--- src/rtl/seq_pkg.sv ---
// ---------------------------------------------------------------------------
// seq_pkg
// Shared definitions for the instruction sequencer:
//   - instruction field positions within the 10-bit instruction word
//   - opcode constants
//   - FSM state enum and decoded instruction-class enum
//   - helper to sign-extend the 2-bit branch offset to pc width
// No ports (package).
// ---------------------------------------------------------------------------
package seq_pkg;

    localparam int INSTR_W = 10;
    localparam int PC_W    = 8;

    // Instruction layout: op[9:6], rAlpha[5:4], rBeta[3:2], rGamma[1:0]
    localparam int OP_MSB = 9;
    localparam int OP_LSB = 6;
    localparam int RA_MSB = 5;
    localparam int RA_LSB = 4;
    localparam int RB_MSB = 3;
    localparam int RB_LSB = 2;
    localparam int RG_MSB = 1;
    localparam int RG_LSB = 0;

    localparam logic [3:0] OP_NOP   = 4'h0;
    localparam logic [3:0] OP_LOAD  = 4'h8;
    localparam logic [3:0] OP_STORE = 4'h9;
    localparam logic [3:0] OP_BEQ   = 4'hA;
    localparam logic [3:0] OP_HALT  = 4'hF;

    typedef enum logic [2:0] {
        FETCH  = 3'd0,
        DECODE = 3'd1,
        EXEC   = 3'd2,
        MEM    = 3'd3,
        WB     = 3'd4,
        HALT   = 3'd5
    } state_t;

    typedef enum logic [2:0] {
        CL_NOP     = 3'd0,
        CL_ALU     = 3'd1,
        CL_LOAD    = 3'd2,
        CL_STORE   = 3'd3,
        CL_BEQ     = 3'd4,
        CL_HALT    = 3'd5,
        CL_ILLEGAL = 3'd6
    } iclass_t;

    // rGamma is a two's-complement offset in -2..+1
    function automatic logic [PC_W-1:0] sext_off(input logic [1:0] off);
        return {{(PC_W-2){off[1]}}, off};
    endfunction

endpackage

--- src/rtl/instr_sequencer_if.sv ---
// ---------------------------------------------------------------------------
// instr_sequencer_if
// Groups the sequencer's fetch bus, data bus, datapath control and status
// signals.
//   master : the sequencer (drives requests, pc, control; receives acks,
//            instruction data and alu_zero)
//   slave  : memories / datapath / testbench side
// ---------------------------------------------------------------------------
interface instr_sequencer_if;
    import seq_pkg::*;

    logic               imem_req;
    logic               imem_ack;
    logic [INSTR_W-1:0] imem_rdata;
    logic [PC_W-1:0]    pc;
    logic               track_select;
    logic [1:0]         r_alpha;
    logic [1:0]         r_beta;
    logic [1:0]         r_gamma;
    logic [2:0]         alu_op;
    logic               reg_we;
    logic               wb_sel;
    logic               dmem_req;
    logic               dmem_we;
    logic               dmem_ack;
    logic               alu_zero;
    logic               halted;
    logic               illegal;

    modport master (
        output imem_req, pc, track_select, r_alpha, r_beta, r_gamma, alu_op,
               reg_we, wb_sel, dmem_req, dmem_we, halted, illegal,
        input  imem_ack, imem_rdata, dmem_ack, alu_zero
    );

    modport slave (
        input  imem_req, pc, track_select, r_alpha, r_beta, r_gamma, alu_op,
               reg_we, wb_sel, dmem_req, dmem_we, halted, illegal,
        output imem_ack, imem_rdata, dmem_ack, alu_zero
    );

endinterface

--- src/rtl/instr_decode.sv ---
// ---------------------------------------------------------------------------
// instr_decode
// Purely combinational opcode classification.
//   i_op      in  4  opcode field of the instruction register
//   o_class   out    instruction class (ALU/LOAD/STORE/BEQ/NOP/HALT/ILLEGAL)
//   o_alu_op  out 3  op[2:0] for ALU opcodes, 000 otherwise
//   o_illegal out 1  opcode is in the reserved range 0xB..0xE
// ---------------------------------------------------------------------------
module instr_decode
    import seq_pkg::*;
(
    input  logic [3:0] i_op,
    output iclass_t    o_class,
    output logic [2:0] o_alu_op,
    output logic       o_illegal
);

    always_comb begin
        o_class   = CL_NOP;
        o_alu_op  = 3'b000;
        o_illegal = 1'b0;
        case (i_op)
            4'h1, 4'h2, 4'h3, 4'h4, 4'h5, 4'h6, 4'h7: begin
                o_class  = CL_ALU;
                o_alu_op = i_op[2:0];
            end
            OP_NOP:   o_class = CL_NOP;
            OP_LOAD:  o_class = CL_LOAD;
            OP_STORE: o_class = CL_STORE;
            OP_BEQ:   o_class = CL_BEQ;
            OP_HALT:  o_class = CL_HALT;
            default: begin
                // Reserved opcodes execute as NOP but are flagged
                o_class   = CL_ILLEGAL;
                o_illegal = 1'b1;
            end
        endcase
    end

endmodule

--- src/rtl/instr_sequencer.sv ---
// ---------------------------------------------------------------------------
// instr_sequencer
// Multi-cycle instruction sequencer: FETCH -> DECODE -> EXEC -> MEM -> WB,
// with an absorbing HALT state.
//   clk     in   rising-edge clock
//   reset_n in   asynchronous active-low reset
//   bus     if   instr_sequencer_if.master: fetch bus (imem_*), pc, register
//                fields/track/alu_op of the latched IR, reg_we/wb_sel,
//                data bus (dmem_*), alu_zero, halted, illegal
// ---------------------------------------------------------------------------
module instr_sequencer
    import seq_pkg::*;
(
    input  logic              clk,
    input  logic              reset_n,
    instr_sequencer_if.master bus
);

    state_t             r_state;
    state_t             w_state_next;
    logic [INSTR_W-1:0] r_ir;
    logic [PC_W-1:0]    r_pc;
    logic [PC_W-1:0]    w_pc_next;
    logic               r_started;
    logic               w_enter_fetch;
    logic               w_fetch_done;

    iclass_t            w_class;
    logic [2:0]         w_alu_op;
    logic               w_illegal;

    instr_decode u_decode (
        .i_op      (r_ir[OP_MSB:OP_LSB]),
        .o_class   (w_class),
        .o_alu_op  (w_alu_op),
        .o_illegal (w_illegal)
    );

    // r_started keeps imem_req low while reset is held and for the reset
    // release cycle; the first request appears one clock after release.
    assign w_fetch_done = (r_state == FETCH) && r_started && bus.imem_ack;

    always_ff @(posedge clk or negedge reset_n) begin
        if (!reset_n) begin
            r_state   <= FETCH;
            r_pc      <= '0;
            r_ir      <= '0;
            r_started <= 1'b0;
        end else begin
            r_started <= 1'b1;
            r_state   <= w_state_next;
            if (w_fetch_done) begin
                r_ir <= bus.imem_rdata;
            end
            if (w_enter_fetch) begin
                r_pc <= w_pc_next;
            end
        end
    end

    always_comb begin
        w_state_next = r_state;
        w_pc_next    = r_pc + 8'd1;
        case (r_state)
            FETCH: begin
                if (w_fetch_done) begin
                    w_state_next = DECODE;
                end
            end
            DECODE: begin
                case (w_class)
                    CL_ALU, CL_LOAD, CL_STORE, CL_BEQ: w_state_next = EXEC;
                    CL_HALT:                           w_state_next = HALT;
                    default:                           w_state_next = FETCH;
                endcase
            end
            EXEC: begin
                case (w_class)
                    CL_ALU:           w_state_next = WB;
                    CL_LOAD, CL_STORE: w_state_next = MEM;
                    default:          w_state_next = FETCH;
                endcase
                // Branch target is resolved here because alu_zero is only
                // meaningful during EXEC.
                if ((w_class == CL_BEQ) && bus.alu_zero) begin
                    w_pc_next = r_pc + 8'd1 + sext_off(r_ir[RG_MSB:RG_LSB]);
                end
            end
            MEM: begin
                if (bus.dmem_ack) begin
                    w_state_next = (w_class == CL_STORE) ? FETCH : WB;
                end
            end
            WB:      w_state_next = FETCH;
            HALT:    w_state_next = HALT;
            default: w_state_next = FETCH;
        endcase
        // pc advances exactly once per instruction, on the way back to FETCH
        w_enter_fetch = (w_state_next == FETCH) && (r_state != FETCH);
    end

    // Moore outputs decoded from the state register and IR so that an
    // asserted reset removes every request immediately.
    assign bus.imem_req     = (r_state == FETCH) && r_started;
    assign bus.pc           = r_pc;
    assign bus.track_select = (w_class == CL_ALU);
    assign bus.r_alpha      = r_ir[RA_MSB:RA_LSB];
    assign bus.r_beta       = r_ir[RB_MSB:RB_LSB];
    assign bus.r_gamma      = r_ir[RG_MSB:RG_LSB];
    assign bus.alu_op       = w_alu_op;
    assign bus.reg_we       = (r_state == WB);
    assign bus.wb_sel       = (w_class == CL_LOAD);
    assign bus.dmem_req     = (r_state == MEM);
    assign bus.dmem_we      = (r_state == MEM) && (w_class == CL_STORE);
    assign bus.halted       = (r_state == HALT);
    assign bus.illegal      = (r_state == DECODE) && w_illegal;

endmodule

--- src/flat_wrapper.sv ---
// flat-port wrapper written by rule: the top's interface ports become plain ports
module instr_sequencer_flat import seq_pkg::*;
  (clk, reset_n, bus_imem_req, bus_pc, bus_track_select, bus_r_alpha, bus_r_beta, bus_r_gamma, bus_alu_op, bus_reg_we, bus_wb_sel, bus_dmem_req, bus_dmem_we, bus_halted, bus_illegal, bus_imem_ack, bus_imem_rdata, bus_dmem_ack, bus_alu_zero);
  instr_sequencer_if bus_i ();
  input  logic clk;
  input  logic reset_n;
  output wire logic [$bits(bus_i.imem_req)-1:0] bus_imem_req;
  output wire logic [$bits(bus_i.pc)-1:0] bus_pc;
  output wire logic [$bits(bus_i.track_select)-1:0] bus_track_select;
  output wire logic [$bits(bus_i.r_alpha)-1:0] bus_r_alpha;
  output wire logic [$bits(bus_i.r_beta)-1:0] bus_r_beta;
  output wire logic [$bits(bus_i.r_gamma)-1:0] bus_r_gamma;
  output wire logic [$bits(bus_i.alu_op)-1:0] bus_alu_op;
  output wire logic [$bits(bus_i.reg_we)-1:0] bus_reg_we;
  output wire logic [$bits(bus_i.wb_sel)-1:0] bus_wb_sel;
  output wire logic [$bits(bus_i.dmem_req)-1:0] bus_dmem_req;
  output wire logic [$bits(bus_i.dmem_we)-1:0] bus_dmem_we;
  output wire logic [$bits(bus_i.halted)-1:0] bus_halted;
  output wire logic [$bits(bus_i.illegal)-1:0] bus_illegal;
  input wire logic [$bits(bus_i.imem_ack)-1:0] bus_imem_ack;
  input wire logic [$bits(bus_i.imem_rdata)-1:0] bus_imem_rdata;
  input wire logic [$bits(bus_i.dmem_ack)-1:0] bus_dmem_ack;
  input wire logic [$bits(bus_i.alu_zero)-1:0] bus_alu_zero;
  assign bus_imem_req = bus_i.imem_req;
  assign bus_pc = bus_i.pc;
  assign bus_track_select = bus_i.track_select;
  assign bus_r_alpha = bus_i.r_alpha;
  assign bus_r_beta = bus_i.r_beta;
  assign bus_r_gamma = bus_i.r_gamma;
  assign bus_alu_op = bus_i.alu_op;
  assign bus_reg_we = bus_i.reg_we;
  assign bus_wb_sel = bus_i.wb_sel;
  assign bus_dmem_req = bus_i.dmem_req;
  assign bus_dmem_we = bus_i.dmem_we;
  assign bus_halted = bus_i.halted;
  assign bus_illegal = bus_i.illegal;
  assign bus_i.imem_ack = bus_imem_ack;
  assign bus_i.imem_rdata = bus_imem_rdata;
  assign bus_i.dmem_ack = bus_dmem_ack;
  assign bus_i.alu_zero = bus_alu_zero;
  instr_sequencer u_core (.clk(clk), .reset_n(reset_n), .bus(bus_i));
endmodule
--- config.mk ---
export PLATFORM = sky130hd
export DESIGN_NAME = instr_sequencer_flat
export DESIGN_NICKNAME = d
export VERILOG_FILES = /design/src/rtl/seq_pkg.sv /design/src/rtl/instr_sequencer_if.sv /design/src/rtl/instr_decode.sv /design/src/rtl/instr_sequencer.sv /design/src/flat_wrapper.sv
export SDC_FILE = /design/constraint.sdc
export NUM_CORES = 1
export LEC_CHECK = 0
export ABC_CLOCK_PERIOD_IN_PS = 2330
export BUFFER_PORTS_ARGS = -buffer_cell sky130_fd_sc_hd__buf_2
export CORE_UTILIZATION = 48
export DETAILED_ROUTE_END_ITERATION = 6
export GPL_ROUTABILITY_DRIVEN = 0
export GPL_TIMING_DRIVEN = 1
export PLACE_DENSITY = 0.85
export SYNTH_ARGS = -nofsm -noshare
export SYNTH_HDL_FRONTEND = slang
export SYNTH_HIERARCHICAL = 1
export SYNTH_SLANG_ARGS = --single-unit
--- constraint.sdc ---
create_clock -name clk -period 2.33 [get_ports clk]
set_input_delay 0.233 -clock clk [delete_from_list [all_inputs] [get_ports clk]]
set_output_delay 0.233 -clock clk [all_outputs]
set_load 0.1 [all_outputs]
==> Word level (Yosys, flattened, before mapping) <==
Cells that the tools add are included.
{ "op_classes": {"shift": 0, "n_div": 0, "add_sub_neg": 2, "order_cmp": 0, "n_reduce_logical": 14, "bitwise": 0, "mux": 11, "eq_ne": 21, "n_mul": 0} }
{ "ops": {"columns": ["operator", "n"], "rows": [
  ["one-hot mux 3 bit (6 select lines)", 1],
  ["== test 4 x 3 -> 1 bit, second input constant", 4],
  ["== test 4 bit, second input constant", 4],
  ["two-way mux 8 bit", 2],
  ["one-hot mux 3 bit (5 select lines)", 1],
  ["== test 3 x 2 -> 1 bit, second input constant", 4],
  ["== test 3 bit, second input constant", 4],
  ["two-way mux 3 bit", 4],
  ["one-hot mux 3 bit (2 select lines)", 2],
  ["OR reduction 12 bit", 1],
  ["adder 8 x 1 -> 8 bit, second input constant", 1],
  ["adder 8 bit", 1],
  ["== test 4 x 2 -> 1 bit, second input constant", 2],
  ["OR reduction 7 bit", 1],
  ["== test 3 x 1 -> 1 bit, second input constant", 2],
  ["logical AND 1 bit", 6],
  ["zero test 3 bit", 2],
  ["== test 4 x 1 -> 1 bit, second input constant", 1],
  ["zero test 4 bit", 1],
  ["OR reduction 4 bit", 1],
  ["nonzero test 3 bit", 1],
  ["OR reduction 2 bit", 1],
  ["two-way mux 1 bit", 1]
]} }
{ "totals": {"register_bits": 22, "ramBits": 0, "out_inout_bits": 25, "latchBits": 0, "rom_bits": 0, "n_memories": 0, "word_cells": 52, "in_bits": 15} }

==> Depth between registers and ports, before layout <==
{ "depth": {"depth_word": 9, "ltp_mapped": 11, "depth_no_buf": 11} }

==> Modules after synthesis <==
The synthesis kept the hierarchy.
{ "by_module_without_submodules": {"columns": ["module", "cells_per_inst", "seq_area_each_um2", "area_per_inst_um2", "n_inst"], "rows": [
  ["instr_sequencer", 151, 550.5, 1480.2, 1],
  ["instr_decode", 12, 0.0, 86.3, 1]
]} }

==> Worst setup path after synthesis <==
Ideal clock, no wire load.
{ "synth_timing": {"kind": "flip-flop to flip-flop", "startpoint": "register u_core.r_state[0]", "endpoint": "register u_core.r_ir[0]", "synth_period_minus_slack_ns": 4.674, "path_stages_with_launch": 6, "required_ns": 2.205, "setup_slack_ns": -2.344, "n_path_buf": 2, "arrival_ns": 4.549, "setup_ns": 0.125, "cell_sequence": "dfrtp_1 -> clkbuf_2 -> nor4b_1 -> nand2_1 -> buf_2 -> mux2_2"} }
{ "synth_between": {"elab_chain_len": 3} }
{ "synth_rtl": {"columns": ["element", "line", "rtl"], "rows": [
  ["from (decl)", "instr_sequencer.sv:19", "state_t r_state;"],
  ["from (signal assigned)", "instr_sequencer.sv:51", "r_state <= w_state_next;"],
  ["zero test 3 bit", null, null],
  ["logical AND 1 bit", null, null],
  ["via bus_imem_req", "flat_wrapper.sv:7", "output wire logic [$bits(bus_i.imem_req)-1:0] bus_imem_req;"],
  ["logical AND 1 bit", "instr_sequencer.sv:41", "assign w_fetch_done = (r_state == FETCH) && r_started && bus.imem_ack;"],
  ["to (signal assigned)", "instr_sequencer.sv:53", "r_ir <= bus.imem_rdata;"],
  ["to (decl)", "instr_sequencer.sv:21", "logic [INSTR_W-1:0] r_ir;"]
]} }
The timed path passes the listed nets, and every way through them passes these cells.
A chain may end at the register's enable or synchronous reset.

==> Worst setup path after layout <==
{ "layout_timing": {"startpoint": "register u_core.r_pc[1] (netlist: u_core/bus.pc[1])", "endpoint": "register u_core.r_pc[7] (netlist: u_core/bus.pc[7])"} }
{ "layout_between": {"elab_chain_len": 4} }
{ "layout_rtl": {"columns": ["element", "line", "rtl"], "rows": [
  ["from (decl)", "instr_sequencer.sv:22", "logic [PC_W-1:0] r_pc;"],
  ["from (signal assigned)", "instr_sequencer.sv:56", "r_pc <= w_pc_next;"],
  ["adder 8 x 1 -> 8 bit (*)", "instr_sequencer.sv:63, instr_sequencer.sv:86", null],
  ["adder 8 bit", "instr_sequencer.sv:86", "w_pc_next = r_pc + 8'd1 + sext_off(r_ir[RG_MSB:RG_LSB]);"],
  ["two-way mux 8 bit", "instr_sequencer.sv:85", "if ((w_class == CL_BEQ) && bus.alu_zero) begin"],
  ["two-way mux 8 bit (*)", "instr_sequencer.sv:64", "case (r_state)"]
]} }
Every way passes the cells marked *; elsewhere a longest branch is shown, timed or not.

==> results by group <==
Critical path
  – Max incr delay on CP: 0.52 ns
  – Reg-to-reg slack, setup: -0.05 ns
  – Worst EP required: 2.57 ns
  – Crit-path cells: ha_4 -> nand3_4 -> xnor2_2 -> ha_4 -> nand3_2 -> o2111ai_2 -> a21oi_1 -> or3b_1 -> mux2i_1 -> xnor2_1
  – CP Launch Type: flop
  – Crit path DAT: 2.63 ns
  – Critical path class: flop to flop
  – Critical path's most frequent cell: ha_4
  – Slowest-stage cell, CP: dfrtp_4
  – Reg-to-Reg End: u_core/bus.pc[7]
  – Crit path max fanout: 5
  – Reg2Reg Launch Point: u_core/bus.pc[1]
  – Worst Reg-to-Reg Cells: 10
  – Crit. End Element: flop

Clock network
  – H-tree depth: 1
  – TritonCTS clock tree: built
  – Clock slew at reported path FFs: 0.12 ns
  – Total CTS buffers: 3
  – Clock Path Buffers: 2
  – Clock root cell: clkbuf_4
  – Post-CTS Setup Bufs: 0
  – Worst-Skew Late Latency: 0.30 ns
  – Sinks on the clock net: 22

Synthesis
  – Synthesized area: 1570 um2
  – Asr flop ratio synth: 1.00
  – Commonest cells post-synth: 22 x dfrtp_1, 16 x nor2_1, 13 x a21oi_1, 11 x mux2_2, 9 x xnor2_1
  – Cell variety after synth: 44
  – Post-synthesis sequential area ratio: 0.351
  – Count leader, synth: dfrtp_1
  – Post-synth top area share: 0.351
  – Mean Syn Cell Area: 9.61 um2
  – Flops & latches, synth: 22
  – Synth area leaders: dfrtp_1 35%, mux2_2 7.9%, ha_1 6.4%
  – Cells after Synth: 163
  – Post-Syn Nets: 187
  – Post-synth EDFFs: 0
  – Top FF cell, synth: dfrtp_1
  – Leading area contributor after synthesis: dfrtp_1
  – Ys Warns: 6

Worst hold path
  – Endpoint, Worst Hold: u_core/r_ir[4]
  – Hold Path Class: input port to flop
  – Hold depth: 2
  – Hold path start: bus_imem_rdata[4]

Global routing
  – Total GRT Usage: 0.198
  – Initial antenna violation count: 0
  – Met2 Usage GRT: 0.367
  – Grt peak-use layer: met2
  – Pin count of the biggest net entering global routing: 23
  – First-pass GRT wire length: 5250 um
  – Grt ovf: 0
  – Vias in the first global route: approximately 1300
  – Met3 usage in global routing: 0.0218
  – Met1 Resource Use GR: 0.237

Outcome
  – Failing checks: negative setup slack
  – Status: complete, but fails checks

Cells and area
  – # nets final: 234
  – N_diodes: 0
  – Non-Filler Instances: between 200 and 300
  – Area delta synth->final: 31.1%
  – Finished layout cell area: 2050 um2
  – Layout cell share with drive strength beyond 1: 0.483

Power and ir drop
  – P_sw: 0.123 mW
  – Sw Ratio: 0.178
  – IR drop worst, VDD: 0.288 mV
  – Seq pwr share: 0.555
  – Leakage: roughly 1.0 nW
  – Internal power: 0.567 mW
  – Combinational share of power: 0.030
  – Clock network power share: 0.415
  – Pwr/cell area: 336 nW/um2

Placed design
  – Post-DP HPWL: 2560 um
  – Port Buffer Count: 39
  – DP Cell Count: around 250
  – DP Area: 1930 um2
  – Dpl ws: -0.0707 ns

STA
  – RSZ-0062 raised after global routing: true
  – Crit share post-route: 1.02
  – Worst hold margin: approximately 0.16 ns
  – Crit path time final: about 2.4 ns
  – Worst setup margin: -0.0534 ns
  – Setup TNS: -0.0703 ns
  – Final Max Slew Viols: 0
  – Hold Vio Cnt, Final: 0
  – Worst-Margin Slew: roughly 0.51 ns
  – Highest clock rate: 420 MHz
  – Endpoints failing setup: 2
  – Slew margin rel.: 0.663
  – Clk_skew: 0.00790 ns

Floorplan
  – IO Pins: 40
  – Die H: 59.1 um
  – Core area: between 3000 and 4000 um2
  – Die ar.: 3500 um2
  – Starting Density: 0.509
  – Standard-cell row count: 20
  – Die W: 59.1 um

Route
  – Wire length per cell: 13.7 um
  – Via count: 1349
  – DRC Markers: 0
  – TritonRoute pass-1 iters: 4
  – Vias per cell: approximately 5.3
  – DRT iter0 DRCs: 53
  – Final wirelength: 3460 um
  – Post-route ant nets: 0

Flow run
  – Max cap viols: 0
metal layers:
layer | share of wire | wire (um)
met1 | 0.43 | 1500
met2 | 0.53 | 1830
met3 | 0.031 | 107
met4 | 0.0090 | 31
met5 | 0 | 0
kinds of logic (layout without fill, tap and decap cells):
group | after synthesis | count (layout) | share of synthesized area
AO/OA/AOI/OAI | 32 | 32 | 0.137
XOR/XNOR | 14 | 14 | 0.0783
adder cells (fa/ha/maj) | 9 | 9 | 0.0767
buffers and inverters | 14 | 60 | 0.0543
flip-flops | 22 | 22 | 0.351
multiplexers | 14 | 14 | 0.0982
other | 1 | 1 | 0.00239
AND/OR/NAND/NOR | 57 | 57 | 0.201
through the flow:
| stage | total power [mW] | utilization |
|---|---|---|
| 5_1_grt | 0.719 | 0.667 |
| 3_3_place_gp | 0.410 | 0.628 |
| 2_1_floorplan | 0.392 | - |
| 3_5_place_dp | 0.411 | 0.628 |
| 4_1_cts | 0.702 | 0.657 |
| 6_report | 0.690 | 0.667 |
cell type report:
class	instances	area (um2)
inverters	4	15.0
well taps	44	55.1
clock inverters	1	30.0
multi-input cells	127	1050
flip-flops and latches	22	567
clock buffers	3	22.5
fillers	260	1020
repair buffers	52	310
state kept, by name, indices dropped and copies added, names as in the netlist:
register,count
u_core/r_started,1
u_core/r_state,3
u_core/bus.pc,8
u_core/r_ir,10
power groups by stage:
stage | sequential [mW] | clock, mW | combinational [mW]
2_1_floorplan | 0.390 | 0 | 0.00173
3_3_place_gp | 0.390 | 0 | 0.0200
3_5_place_dp | 0.390 | 0 | 0.0203
4_1_cts | 0.383 | 0.298 | 0.0216
5_1_grt | 0.383 | 0.312 | 0.0241
6_report | 0.383 | 0.286 | 0.0207
placed cells by master, fill, tap and decap left out, types with 2 or more instances in the layout:
master / netlist / final
nor2_2: 0 / 2
inv_1: 4 / 4
dfrtp_4: 0 / 3
a21oi_1: 13 / 12
clkbuf_4: 0 / 3
xor2_1: 5 / 4
nor2b_1: 6 / 3
and2_1: 4 / 3
nor3_1: 4 / 2
nor2_1: 16 / 13
buf_4: 6 / 12
nand3_1: 7 / 6
nand2b_1: 2 / 2
mux2_2: 11 / 11
dfrtp_1: 22 / 15
nor3_2: 0 / 2
nand2_1: 7 / 7
ha_1: 8 / 5
buf_2: 1 / 38
xnor2_1: 9 / 8
o21ai_0: 4 / 4
nor2b_2: 2 / 5
o211ai_1: 2 / 2
or3b_1: 2 / 2
ha_4: 0 / 2
mux2i_1: 3 / 3
dfrtp_2: 0 / 4
a21boi_1: 3 / 3
how the worst max path moves through the flow:
stage | slack [ns] | depth (start not counted) | to | start
floorplan | -0.26 | 10 | u_core/bus.pc[7] | u_core/bus.pc[1]
global placement | -0.004 | 10 | u_core/bus.pc[7] | u_core/bus.pc[1]
detailed placement | -0.07 | 10 | u_core/bus.pc[7] | u_core/bus.pc[1]
CTS | -0.01 | 11 | u_core/bus.pc[7] | u_core/bus.pc[1]
global route | -0.20 | 11 | u_core/bus.pc[7] | u_core/bus.pc[0]
finish | -0.05 | 10 | u_core/bus.pc[7] | u_core/bus.pc[1]
worst max-delay path, delay by kind of cell, from the launching register on:
family          cells  cell delay (ns)
xor+xnor            2             0.24
fa+ha+maj           2             0.50
flops               1             0.52
simple gates        3             0.60
mux                 1             0.18
compound gates      2             0.28
what timing repair did:
action	CTS	global route
setup endpoints to repair	2	9
pin swaps	3	8
hold buffers	1	0
hold endpoints to repair	22	0
gates resized for setup	4	9
Note: power is estimated with default switching activity, not from simulation.
